==> src/rtl/color_cmd_parser_pkg.sv <==
// -----------------------------------------------------------------------------
// color_cmd_parser_pkg
// Shared definitions for the colour command parser: parser state encoding,
// default frame header byte, frame length and small helper functions.
// -----------------------------------------------------------------------------
package color_cmd_parser_pkg;

    // Parser FSM states: waiting for header, header seen, address/data seen.
    typedef enum logic [1:0] {
        ST_IDLE     = 2'd0,
        ST_GOT_SYNC = 2'd1,
        ST_GOT_AD   = 2'd2
    } parse_state_e;

    // Default frame header byte.
    localparam logic [7:0] SYNC_DEFAULT = 8'hA5;

    // Bytes per write frame: header, {addr,data}, inverted {addr,data}.
    localparam int FRAME_LEN = 3;

    // Frame check byte must be the bitwise inverse of the address/data byte.
    function automatic logic checksum_ok(input logic [7:0] ad_byte,
                                         input logic [7:0] chk_byte);
        return (chk_byte == ~ad_byte);
    endfunction

    // 8-bit increment that sticks at 255.
    function automatic logic [7:0] sat_inc8(input logic [7:0] value);
        logic [7:0] result;
        if (value == 8'hFF) begin
            result = value;
        end else begin
            result = value + 8'd1;
        end
        return result;
    endfunction

endpackage : color_cmd_parser_pkg

==> src/rtl/color_cmd_parser_if.sv <==
// -----------------------------------------------------------------------------
// color_cmd_parser_if
// Register-file write port carried from the parser to the colour register file.
//   address : write address (head of the command FIFO)
//   data    : write data    (head of the command FIFO)
//   valid   : a write is pending
//   ack     : register file accepts the pending write this cycle
// master = parser side, slave = register-file side.
// -----------------------------------------------------------------------------
interface color_cmd_parser_if;
    logic [3:0] address;
    logic [3:0] data;
    logic       valid;
    logic       ack;

    modport master (output address, output data, output valid, input ack);
    modport slave  (input address, input data, input valid, output ack);
endinterface : color_cmd_parser_if

==> src/rtl/color_cmd_parser_cmd_fifo.sv <==
// -----------------------------------------------------------------------------
// cmd_fifo
// Synchronous FIFO holding decoded {address,data} writes.
//   clk, rst   : clock, asynchronous active-low reset
//   push       : write push_data (accepted when not full, or when full with a
//                pop in the same cycle)
//   push_data  : entry to write
//   pop        : remove head entry (ignored when empty)
//   head_data  : current head entry, 0 when empty
//   full/empty : occupancy flags
//   level      : occupancy, 0..DEPTH
// Pointers carry one extra bit so full and empty are distinguishable.
// -----------------------------------------------------------------------------
module cmd_fifo #(
    parameter int DEPTH = 4,
    parameter int WIDTH = 8
) (
    input  logic                      clk,
    input  logic                      rst,
    input  logic                      push,
    input  logic [WIDTH-1:0]          push_data,
    input  logic                      pop,
    output logic [WIDTH-1:0]          head_data,
    output logic                      full,
    output logic                      empty,
    output logic [$clog2(DEPTH):0]    level
);

    localparam int AW = $clog2(DEPTH);
    localparam int PW = AW + 1;

    logic [WIDTH-1:0] mem_q [DEPTH];
    logic [WIDTH-1:0] mem_d [DEPTH];
    logic [PW-1:0]    wr_ptr_q;
    logic [PW-1:0]    wr_ptr_d;
    logic [PW-1:0]    rd_ptr_q;
    logic [PW-1:0]    rd_ptr_d;
    logic [PW-1:0]    level_s;
    logic             full_s;
    logic             empty_s;
    logic             pop_ok_s;
    logic             push_ok_s;

    assign level_s   = wr_ptr_q - rd_ptr_q;
    assign full_s    = (level_s == PW'(DEPTH));
    assign empty_s   = (wr_ptr_q == rd_ptr_q);

    assign level     = level_s;
    assign full      = full_s;
    assign empty     = empty_s;
    // Head is forced to zero when nothing is stored so stale entries never leak.
    assign head_data = empty_s ? {WIDTH{1'b0}} : mem_q[rd_ptr_q[AW-1:0]];

    // Next-state for storage and pointers; a pop at full frees the slot the push reuses.
    always_comb begin
        pop_ok_s  = pop && !empty_s;
        push_ok_s = push && (!full_s || pop_ok_s);
        mem_d     = mem_q;
        wr_ptr_d  = wr_ptr_q;
        rd_ptr_d  = rd_ptr_q;
        if (push_ok_s) begin
            mem_d[wr_ptr_q[AW-1:0]] = push_data;
            wr_ptr_d                = wr_ptr_q + PW'(1);
        end else begin
            wr_ptr_d = wr_ptr_q;
        end
        if (pop_ok_s) begin
            rd_ptr_d = rd_ptr_q + PW'(1);
        end else begin
            rd_ptr_d = rd_ptr_q;
        end
    end

    // Storage and pointer registers.
    always_ff @(posedge clk or negedge rst) begin
        if (!rst) begin
            mem_q    <= '{default: {WIDTH{1'b0}}};
            wr_ptr_q <= {PW{1'b0}};
            rd_ptr_q <= {PW{1'b0}};
        end else begin
            mem_q    <= mem_d;
            wr_ptr_q <= wr_ptr_d;
            rd_ptr_q <= rd_ptr_d;
        end
    end

endmodule : cmd_fifo

==> src/rtl/color_cmd_parser.sv <==
// -----------------------------------------------------------------------------
// color_cmd_parser
// Parses 3-byte write frames (SYNC, {addr,data}, ~{addr,data}) from the UART
// byte stream, buffers good writes in a FIFO and presents them on the colour
// register file's valid/ack write port.
//   clk, rst   : clock, asynchronous active-low reset
//   rx_data    : received byte, qualified by rx_valid
//   rx_valid   : one-cycle strobe per received byte
//   wr         : register-file write port (address, data, valid, ack)
//   frame_err  : one-cycle pulse on bad check byte or inter-byte timeout
//   overflow   : sticky, a good frame was dropped because the FIFO was full
//   err_count  : saturating count of frame errors plus dropped frames
//   fifo_level : FIFO occupancy, 0..FIFO_DEPTH
// -----------------------------------------------------------------------------
module color_cmd_parser
    import color_cmd_parser_pkg::*;
#(
    parameter int         FIFO_DEPTH = 4,
    parameter int         TIMEOUT    = 100000,
    parameter logic [7:0] SYNC       = SYNC_DEFAULT
) (
    input  logic                         clk,
    input  logic                         rst,
    input  logic [7:0]                   rx_data,
    input  logic                         rx_valid,
    color_cmd_parser_if.master           wr,
    output logic                         frame_err,
    output logic                         overflow,
    output logic [7:0]                   err_count,
    output logic [$clog2(FIFO_DEPTH):0]  fifo_level
);

    localparam int              TMR_W        = $clog2(TIMEOUT + 1);
    // Timer value at which one more idle cycle means TIMEOUT cycles elapsed.
    localparam logic [TMR_W-1:0] TIMEOUT_LAST = TMR_W'(TIMEOUT - 1);

    parse_state_e     state_q;
    parse_state_e     state_d;
    logic [7:0]       byte1_q;
    logic [7:0]       byte1_d;
    logic [TMR_W-1:0] timer_q;
    logic [TMR_W-1:0] timer_d;
    logic             frame_err_q;
    logic             frame_err_d;
    logic             overflow_q;
    logic             overflow_d;
    logic [7:0]       err_count_q;
    logic [7:0]       err_count_d;

    logic             good_frame_s;
    logic             bad_frame_s;
    logic             drop_s;
    logic             pop_s;
    logic             fifo_full_s;
    logic             fifo_empty_s;
    logic [7:0]       head_s;

    cmd_fifo #(
        .DEPTH (FIFO_DEPTH),
        .WIDTH (8)
    ) u_cmd_fifo (
        .clk       (clk),
        .rst       (rst),
        .push      (good_frame_s),
        .push_data (byte1_q),
        .pop       (pop_s),
        .head_data (head_s),
        .full      (fifo_full_s),
        .empty     (fifo_empty_s),
        .level     (fifo_level)
    );

    assign pop_s      = wr.ack && !fifo_empty_s;
    assign wr.valid   = !fifo_empty_s;
    assign wr.address = head_s[7:4];
    assign wr.data    = head_s[3:0];

    assign frame_err  = frame_err_q;
    assign overflow   = overflow_q;
    assign err_count  = err_count_q;

    // Frame parser FSM with inter-byte timer; a received byte always wins over a timeout.
    always_comb begin
        state_d      = state_q;
        byte1_d      = byte1_q;
        timer_d      = timer_q;
        good_frame_s = 1'b0;
        bad_frame_s  = 1'b0;
        case (state_q)
            ST_IDLE: begin
                timer_d = {TMR_W{1'b0}};
                if (rx_valid && (rx_data == SYNC)) begin
                    state_d = ST_GOT_SYNC;
                end else begin
                    state_d = ST_IDLE;
                end
            end
            ST_GOT_SYNC: begin
                if (rx_valid) begin
                    byte1_d = rx_data;
                    timer_d = {TMR_W{1'b0}};
                    state_d = ST_GOT_AD;
                end else if (timer_q >= TIMEOUT_LAST) begin
                    bad_frame_s = 1'b1;
                    timer_d     = {TMR_W{1'b0}};
                    state_d     = ST_IDLE;
                end else begin
                    timer_d = timer_q + TMR_W'(1);
                end
            end
            ST_GOT_AD: begin
                if (rx_valid) begin
                    timer_d = {TMR_W{1'b0}};
                    // Always back to IDLE: a mismatching SYNC byte is not a new header.
                    state_d = ST_IDLE;
                    if (checksum_ok(byte1_q, rx_data)) begin
                        good_frame_s = 1'b1;
                    end else begin
                        bad_frame_s = 1'b1;
                    end
                end else if (timer_q >= TIMEOUT_LAST) begin
                    bad_frame_s = 1'b1;
                    timer_d     = {TMR_W{1'b0}};
                    state_d     = ST_IDLE;
                end else begin
                    timer_d = timer_q + TMR_W'(1);
                end
            end
            default: begin
                timer_d = {TMR_W{1'b0}};
                state_d = ST_IDLE;
            end
        endcase
    end

    // Error bookkeeping; a drop only happens when full with no pop freeing a slot.
    always_comb begin
        drop_s      = good_frame_s && fifo_full_s && !pop_s;
        frame_err_d = bad_frame_s;
        overflow_d  = overflow_q | drop_s;
        if (bad_frame_s || drop_s) begin
            err_count_d = sat_inc8(err_count_q);
        end else begin
            err_count_d = err_count_q;
        end
    end

    // Parser and error state registers.
    always_ff @(posedge clk or negedge rst) begin
        if (!rst) begin
            state_q     <= ST_IDLE;
            byte1_q     <= 8'h00;
            timer_q     <= {TMR_W{1'b0}};
            frame_err_q <= 1'b0;
            overflow_q  <= 1'b0;
            err_count_q <= 8'h00;
        end else begin
            state_q     <= state_d;
            byte1_q     <= byte1_d;
            timer_q     <= timer_d;
            frame_err_q <= frame_err_d;
            overflow_q  <= overflow_d;
            err_count_q <= err_count_d;
        end
    end

endmodule : color_cmd_parser

==> src/flat_wrapper.sv <==
// flat-port wrapper written by rule: the top's interface ports become plain ports
module color_cmd_parser_flat import color_cmd_parser_pkg::*;
#(
    parameter int         FIFO_DEPTH = 4,
    parameter int         TIMEOUT    = 100000,
    parameter logic [7:0] SYNC       = SYNC_DEFAULT
)
  (clk, rst, rx_data, rx_valid, frame_err, overflow, err_count, fifo_level, wr_address, wr_data, wr_valid, wr_ack);
  color_cmd_parser_if wr_i ();
  input  logic clk;
  input  logic rst;
  input  logic [7:0] rx_data;
  input  logic rx_valid;
  output logic frame_err;
  output logic overflow;
  output logic [7:0] err_count;
  output logic [$clog2(FIFO_DEPTH):0] fifo_level;
  output wire logic [$bits(wr_i.address)-1:0] wr_address;
  output wire logic [$bits(wr_i.data)-1:0] wr_data;
  output wire logic [$bits(wr_i.valid)-1:0] wr_valid;
  input wire logic [$bits(wr_i.ack)-1:0] wr_ack;
  assign wr_address = wr_i.address;
  assign wr_data = wr_i.data;
  assign wr_valid = wr_i.valid;
  assign wr_i.ack = wr_ack;
  color_cmd_parser #(.FIFO_DEPTH(FIFO_DEPTH), .TIMEOUT(TIMEOUT), .SYNC(SYNC)) u_core (.clk(clk), .rst(rst), .rx_data(rx_data), .rx_valid(rx_valid), .wr(wr_i), .frame_err(frame_err), .overflow(overflow), .err_count(err_count), .fifo_level(fifo_level));
endmodule
==> config.mk <==
export PLATFORM = sky130hd
export DESIGN_NAME = color_cmd_parser_flat
export DESIGN_NICKNAME = d
export VERILOG_FILES = /design/src/rtl/color_cmd_parser_pkg.sv /design/src/rtl/color_cmd_parser_if.sv /design/src/rtl/color_cmd_parser_cmd_fifo.sv /design/src/rtl/color_cmd_parser.sv /design/src/flat_wrapper.sv
export SDC_FILE = /design/constraint.sdc
export NUM_CORES = 1
export LEC_CHECK = 0
export ABC_AREA = 1
export CAP_MARGIN = 20
export CORE_MARGIN = 8
export CORE_UTILIZATION = 52
export DETAILED_ROUTE_END_ITERATION = 6
export PLACE_DENSITY = 0.83
export SLEW_MARGIN = 5
export SYNTH_ARGS = -nofsm -noshare
export SYNTH_HDL_FRONTEND = slang
export SYNTH_SLANG_ARGS = --single-unit
==> constraint.sdc <==
create_clock -name clk -period 2.1 [get_ports clk]
set_clock_uncertainty 0.15 [all_clocks]
set_input_delay 0.42 -clock clk [delete_from_list [all_inputs] [get_ports clk]]
set_output_delay 0.42 -clock clk [all_outputs]
set_load 0.005 [all_outputs]
; After elaboration in Yosys (flattened, before gate mapping)
; Cells that the tools add are included.
[word_totals]
inputBits = 12
word_cells = 72
register_bits = 75
[op_classes]
reduce_logical = 16
magnitude_cmp = 4
eq_ne = 7
muxes = 23
n_addsub = 5
bitwise_logic = 5
[op_table]
columns = cell, count
row1 = 17-bit two-way mux, 3
row2 = 32-bit bitwise mux, 1
row3 = 8-bit two-way mux, 4
row4 = "17-bit by 1-bit adder with 17-bit output, second input constant", 1
row5 = "17-bit >= comparator, second input constant", 1
row6 = 8-bit binary-select mux with 2-bit select, 1
row7 = 8-bit demux with 2-bit select, 1
row8 = "8-bit == test, second input constant", 2
row9 = "8-bit by 1-bit adder with 8-bit output, second input constant", 1
row10 = 8-bit == test, 1
row11 = 1-bit two-way mux, 8
row12 = 8-bit inverter, 1
row13 = 1-bit logical AND, 7
row14 = "3-bit by 1-bit adder with 3-bit output, second input constant", 2
row15 = "3-bit >= comparator, second input constant", 2
row16 = 2-bit two-way mux, 3
row17 = 2-bit inverter with 3-bit output, 2
row18 = 2-bit one-hot mux with 3 select lines, 1
row19 = 2-bit AND reduction, 2
row20 = 3-bit == test, 1
row21 = "3-bit == test, second input constant", 1
row22 = 1-bit zero test, 3
row23 = "3-bit by 1-bit less-than comparator with 1-bit output, second input constant", 1
row24 = 3-bit subtractor, 1
row25 = 8 further kinds, 9

; Logic depth before layout (Yosys ltp)
[depth]
depth_word = 9
ltp_mapped = 14
depth_no_buf = 13

; Cells and area by module
; A second synthesis with hierarchy kept.
[hier_totals]
cells_unflattened = 527
hier_area_um2 = 4177.8
[by_module_without_submodules]
columns = module, cells_each, instances, area_per_inst_um2
row1 = color_cmd_parser, 269, 1, 2110.8
row2 = cmd_fifo, 258, 1, 2067.0

; Worst setup path after synthesis
; No wires, ideal clock.
[synth_timing]
kind = flip-flop to flip-flop
from = register u_core.u_cmd_fifo.rd_ptr_q[1]
to = register u_core.err_count_q[5] (netlist: u_core.err_count[5])
path_stages_with_launch = 14
t_arrival_ns = 2.034
setup_time_ns = 0.117
setup_slack_ns = -0.201
synth_period_minus_slack_ns = 2.301
cell_sequence = dfrtp_1 clkbuf_1 inv_2 ha_1 nand4_1 nand2_2 nand3_4 inv_2 nand2_1 nand2_1 buf_4 nand2_1 nand2_1 nand2_1
[synth_between]
elab_chain_len = 7
[synth_rtl]
columns = item, line_no
row1 = from (decl), color_cmd_parser_cmd_fifo.sv:36  ; logic [PW-1:0] rd_ptr_q;
row2 = from (signal assigned), color_cmd_parser_cmd_fifo.sv:79  ; rd_ptr_q <= {PW{1'b0}};
row3 = from (signal assigned), color_cmd_parser_cmd_fifo.sv:83  ; rd_ptr_q <= rd_ptr_d;
row4 = 3-bit == test, color_cmd_parser_cmd_fifo.sv:46  ; assign empty_s = (wr_ptr_q == rd_ptr_q);
row5 = 1-bit zero test, -
row6 = net wr_valid, flat_wrapper.sv:20  ; output wire logic [$bits(wr_i.valid)-1:0] wr_valid;
row7 = 1-bit logical AND, color_cmd_parser.sv:73  ; assign pop_s = wr.ack && !fifo_empty_s;
row8 = 1-bit zero test, color_cmd_parser.sv:138  ; drop_s = good_frame_s && fifo_full_s && !pop_s;
row9 = 1-bit logical AND, color_cmd_parser.sv:138
row10 = 1-bit logical OR, color_cmd_parser.sv:141  ; if (bad_frame_s || drop_s) begin
row11 = 2-bit AND reduction (no line), -
row12 = to (signal assigned), color_cmd_parser.sv:163  ; err_count_q <= err_count_d;
row13 = to (decl), color_cmd_parser.sv:47  ; logic [7:0] err_count_q;
; The timed path passes the listed nets, and every way through them passes these cells.
; A chain may end at the register's enable or synchronous reset.

; Worst setup path after layout
[layout_timing]
from = register u_core.u_cmd_fifo.rd_ptr_q[1]
to = output wr_address[1]
[layout_between]
elab_chain_len = 5
[layout_rtl]
columns = item, line_no
row1 = 2-bit inverter with 3-bit output (not written as such), color_cmd_parser_cmd_fifo.sv:52  ; assign head_data = empty_s ? {WIDTH{1'b0}} : mem_q[rd_ptr_q[AW-1:0]];
row2 = 8-bit binary-select mux with 2-bit select, color_cmd_parser_cmd_fifo.sv:52
row3 = 8-bit two-way mux (not written as such) (2 in series), color_cmd_parser_cmd_fifo.sv:52
row4 = 8-bit two-way mux (*), color_cmd_parser_cmd_fifo.sv:52
row5 = to (decl), flat_wrapper.sv:18  ; output wire logic [$bits(wr_i.address)-1:0] wr_address;
; Every way passes the cells marked *; elsewhere a longest branch is shown, timed or not. The select of a mux whose other input is x is not followed.

==> results.md <==
* Post-Synth Simple-Gate Area at 0.261
* DRT Pass-1 Iters at 4
* Critical Path Max Stage Delay at 0.46 ns
* Layout cell share with drive strength beyond 1 at 0.337
* WP buf/inv at 3
* Internal at between 3 and 4 mW
* Pwr Density at roughly 810 nW/um2
* Maxcap violations at 0
* Critical path's top delay family: flip-flops
* Commonest non-fill, non-tap cell in the layout: dfrtp_1
* Crit path max-delay cell type: dfrtp_2
* Switching Fraction at 0.320
* CP Capture Type: primary output
* Compound-Gate Fraction of Synth Area at 0.118
* Violation count after the first detailed-routing iteration at about 250
* Post-synthesis instance total at 488
* RSZ-0062 raised after global routing: true
* Dpl hpwl at 6420 um
* CTS buffer count at 9
* Crit-path max FO at 8
* Sequential Power Share at 0.336
* Crit start category: flop
* Setup Crit Path Kind: flop to primary output
* I/O pins at 34
* Vias per std cell at 5.49
* Syn_area_per_cell at around 8.3 um2
* Area after DPL at 4720 um2
* Multiplexer share of the synthesized area at 0
* Failing checks: setup timing
* Vias in the first global route at 3830
* CP Data Required Time at 1.53 ns
* Slew of the pin with the lowest slew margin at 0.548 ns
* Longest Clk Path Bufs at 2
* Final setup viols at 54
* Outcome: complete, but fails checks
* Tightest Hold Check Type: flop to flop
* CTS tree: built
* Die Y at 104 um
* Reg2Reg Setup Slack at -0.19 ns
* Post-synthesis cell type count at 38
* Period utilisation layout at 1.13
* Final antenna-violating net count at 0
* Initial antenna violation count at 0
* Worst-Skew Late Latency at 0.35 ns
* Post-synthesis instance area at 4050 um2
* Area Overhead vs Synth at 38.6%
* ANT cells at 0
* Initial Util at 0.529
* Crit path cell chain: buf_4 -> buf_4 -> nor2_1 -> o21ai_0 -> a21oi_2 -> buf_2
* Row count at 32
* Die X at 104 um
* Crit path arrival time at 1.80 ns
* Core area at 7650 um2
* H-tree lvl count at 3
* Most common cell on crit path: buf_4
* Commonest non-fill, non-tap cells in the layout: dfrtp_1 (73), nor2_1 (70), nand2_1 (63), inv_1 (43), buf_4 (35)
* Fin crit period at ~2.4 ns
* Switching power total at between 1 and 1.5 mW
* Fin. max-slew vios at 0
* Total Routing Usage GR at 0.203
* Clock slew at reported path FFs at 0.08 ns
* Fin. Hold Viols at 0
* Final WS setup at -0.267 ns
* Buffers on Ports at 33
* Clock sink total at 75
* # nets final at 606
* Worst IR Drop VDD at 0.383 mV
* Top achievable clock speed at 422 MHz
* Post-Synth Adder-Cell Area at 0.0451
* Total Power at 4.53 mW
* Syn Nets at 514
* Final Wtd Congestion at 0.822
* Die area at 10900 um2
* First-pass GRT wire length at 18100 um
* Root Driver: clkbuf_8
* Final wirelength at 11800 um
* Slew HR at 0.635
* Setup TNS at -6.15 ns
* Largest family of logic cells by synthesized area: simple AND/OR/NAND/NOR gates
* XOR/XNOR Fraction of Synth Area at 0.0386
* Synth warn at 0
* Clk pwr share at 0.307
* Largest net degree at the start of global routing at 35
* Design Area, Final at approximately 5600 um2
* Synth Register Bits at 75
* Drt wl/cell at 17.1 um
* Leak at 2.65 nW
* Vias post-DR at 3772
* DRC Markers at 0
* Global route total overflow at 0
* Core occupancy in the finished layout at 0.734
* Sequential area share after synthesis at 0.464
* Gate power share at 0.358
-- cells in the mapped netlist, drive strengths merged --
cell type / instances / share of area
dfrtp: 75 / 0.46
nor2: 77 / 0.077
nor3b: 3 / 0.0056
a31oi: 1 / 0.0015
nand3: 25 / 0.034
clkinv: 2 / 0.0019
xnor2: 7 / 0.015
nand2: 104 / 0.097
clkbuf: 5 / 0.0046
o21ai: 57 / 0.083
a211oi: 2 / 0.0037
nor3: 5 / 0.0062
nand4: 10 / 0.032
buf: 7 / 0.015
ha: 13 / 0.040
xor2: 10 / 0.023
or2: 3 / 0.0053
a21oi: 21 / 0.027
a31o: 1 / 0.0022
and2: 1 / 0.0015
fa: 1 / 0.0049
nor4: 2 / 0.0031
inv: 56 / 0.052
-- path summary, 6_finish.rpt --
check / from / end / cells past startpoint
worst min register to register: u_core.timer_q[0]$_DFF_PN0_ / u_core.timer_q[0]$_DFF_PN0_ / 1
worst max register to register: u_core.u_cmd_fifo.rd_ptr_q[0]$_DFFE_PN0P_ / u_core.u_cmd_fifo.mem_q[11]$_DFFE_PN0P_ / 11
max in group asynchronous: rst / u_core.timer_q[0]$_DFF_PN0_ / 3
min in group asynchronous: rst / u_core.u_cmd_fifo.mem_q[21]$_DFFE_PN0P_ / 2
worst max-delay path: u_core.u_cmd_fifo.rd_ptr_q[1]$_DFFE_PN0P_ / wr_address[1] / 6
worst min-delay path: u_core.timer_q[0]$_DFF_PN0_ / u_core.timer_q[0]$_DFF_PN0_ / 1
-- power groups by stage --
stage	logic, mW	registers, mW	clock network [mW]
final	1.62	1.52	1.39
after CTS	1.47	1.51	1.38
after detailed placement	1.25	1.54	0
after global routing	1.75	1.52	1.45
after floorplan	0.619	1.53	0
after global placement	1.23	1.54	0
-- flip-flops by register name, indices dropped and copies added, names as in the netlist --
signal,cells
u_core.byte1_q,8
u_core.err_count,8
u_core.frame_err,1
u_core.overflow,1
u_core.state_q,2
u_core.timer_q,17
u_core.u_cmd_fifo.mem_q,32
u_core.u_cmd_fifo.rd_ptr_q,3
u_core.u_cmd_fifo.wr_ptr_q,3
-- cell type report --
class / count / area, um2
multi-input cells: 345 / 2250
fillers: 482 / 2030
flip-flops and latches: 75 / 1880
repair buffers: 91 / 890
inverters: 58 / 220
clock buffers: 12 / 145
well taps: 102 / 128
clock inverters: 4 / 97.6
-- timing repair --
item,in CTS,in global routing
endpoints found under the setup margin,52,55
hold buffers,1,0
gates resized for setup,111,57
pin swaps,20,19
endpoints found under the hold margin,19,0
gates cloned,3,1
buffers inserted,24,3
-- logic make-up after synthesis --
logic type / Yosys count
flops: 75
xor+xnor: 17
fa+ha+maj: 14
buf+inv: 70
compound gates: 82
simple gates: 230
-- metal layers --
layer  track usage  part of all wire
met5             0                 0
met4         0.116             0.053
met3        0.0291             0.040
met2         0.358              0.53
met1         0.231              0.38
-- through the flow --
| stage | setup WS, ns | hold slack (ns) | instances |
|---|---|---|---|
| after floorplan | 0.00290 | -0.0256 | 488 |
| after global placement | -0.342 | 0.267 | 643 |
| after detailed placement | -0.362 | 0.274 | 643 |
| after CTS | -0.154 | 0.314 | 686 |
| after global routing | -0.308 | 0.338 | 687 |
| final | -0.267 | 0.308 | 687 |
Note: power is estimated with default switching activity, not from simulation.
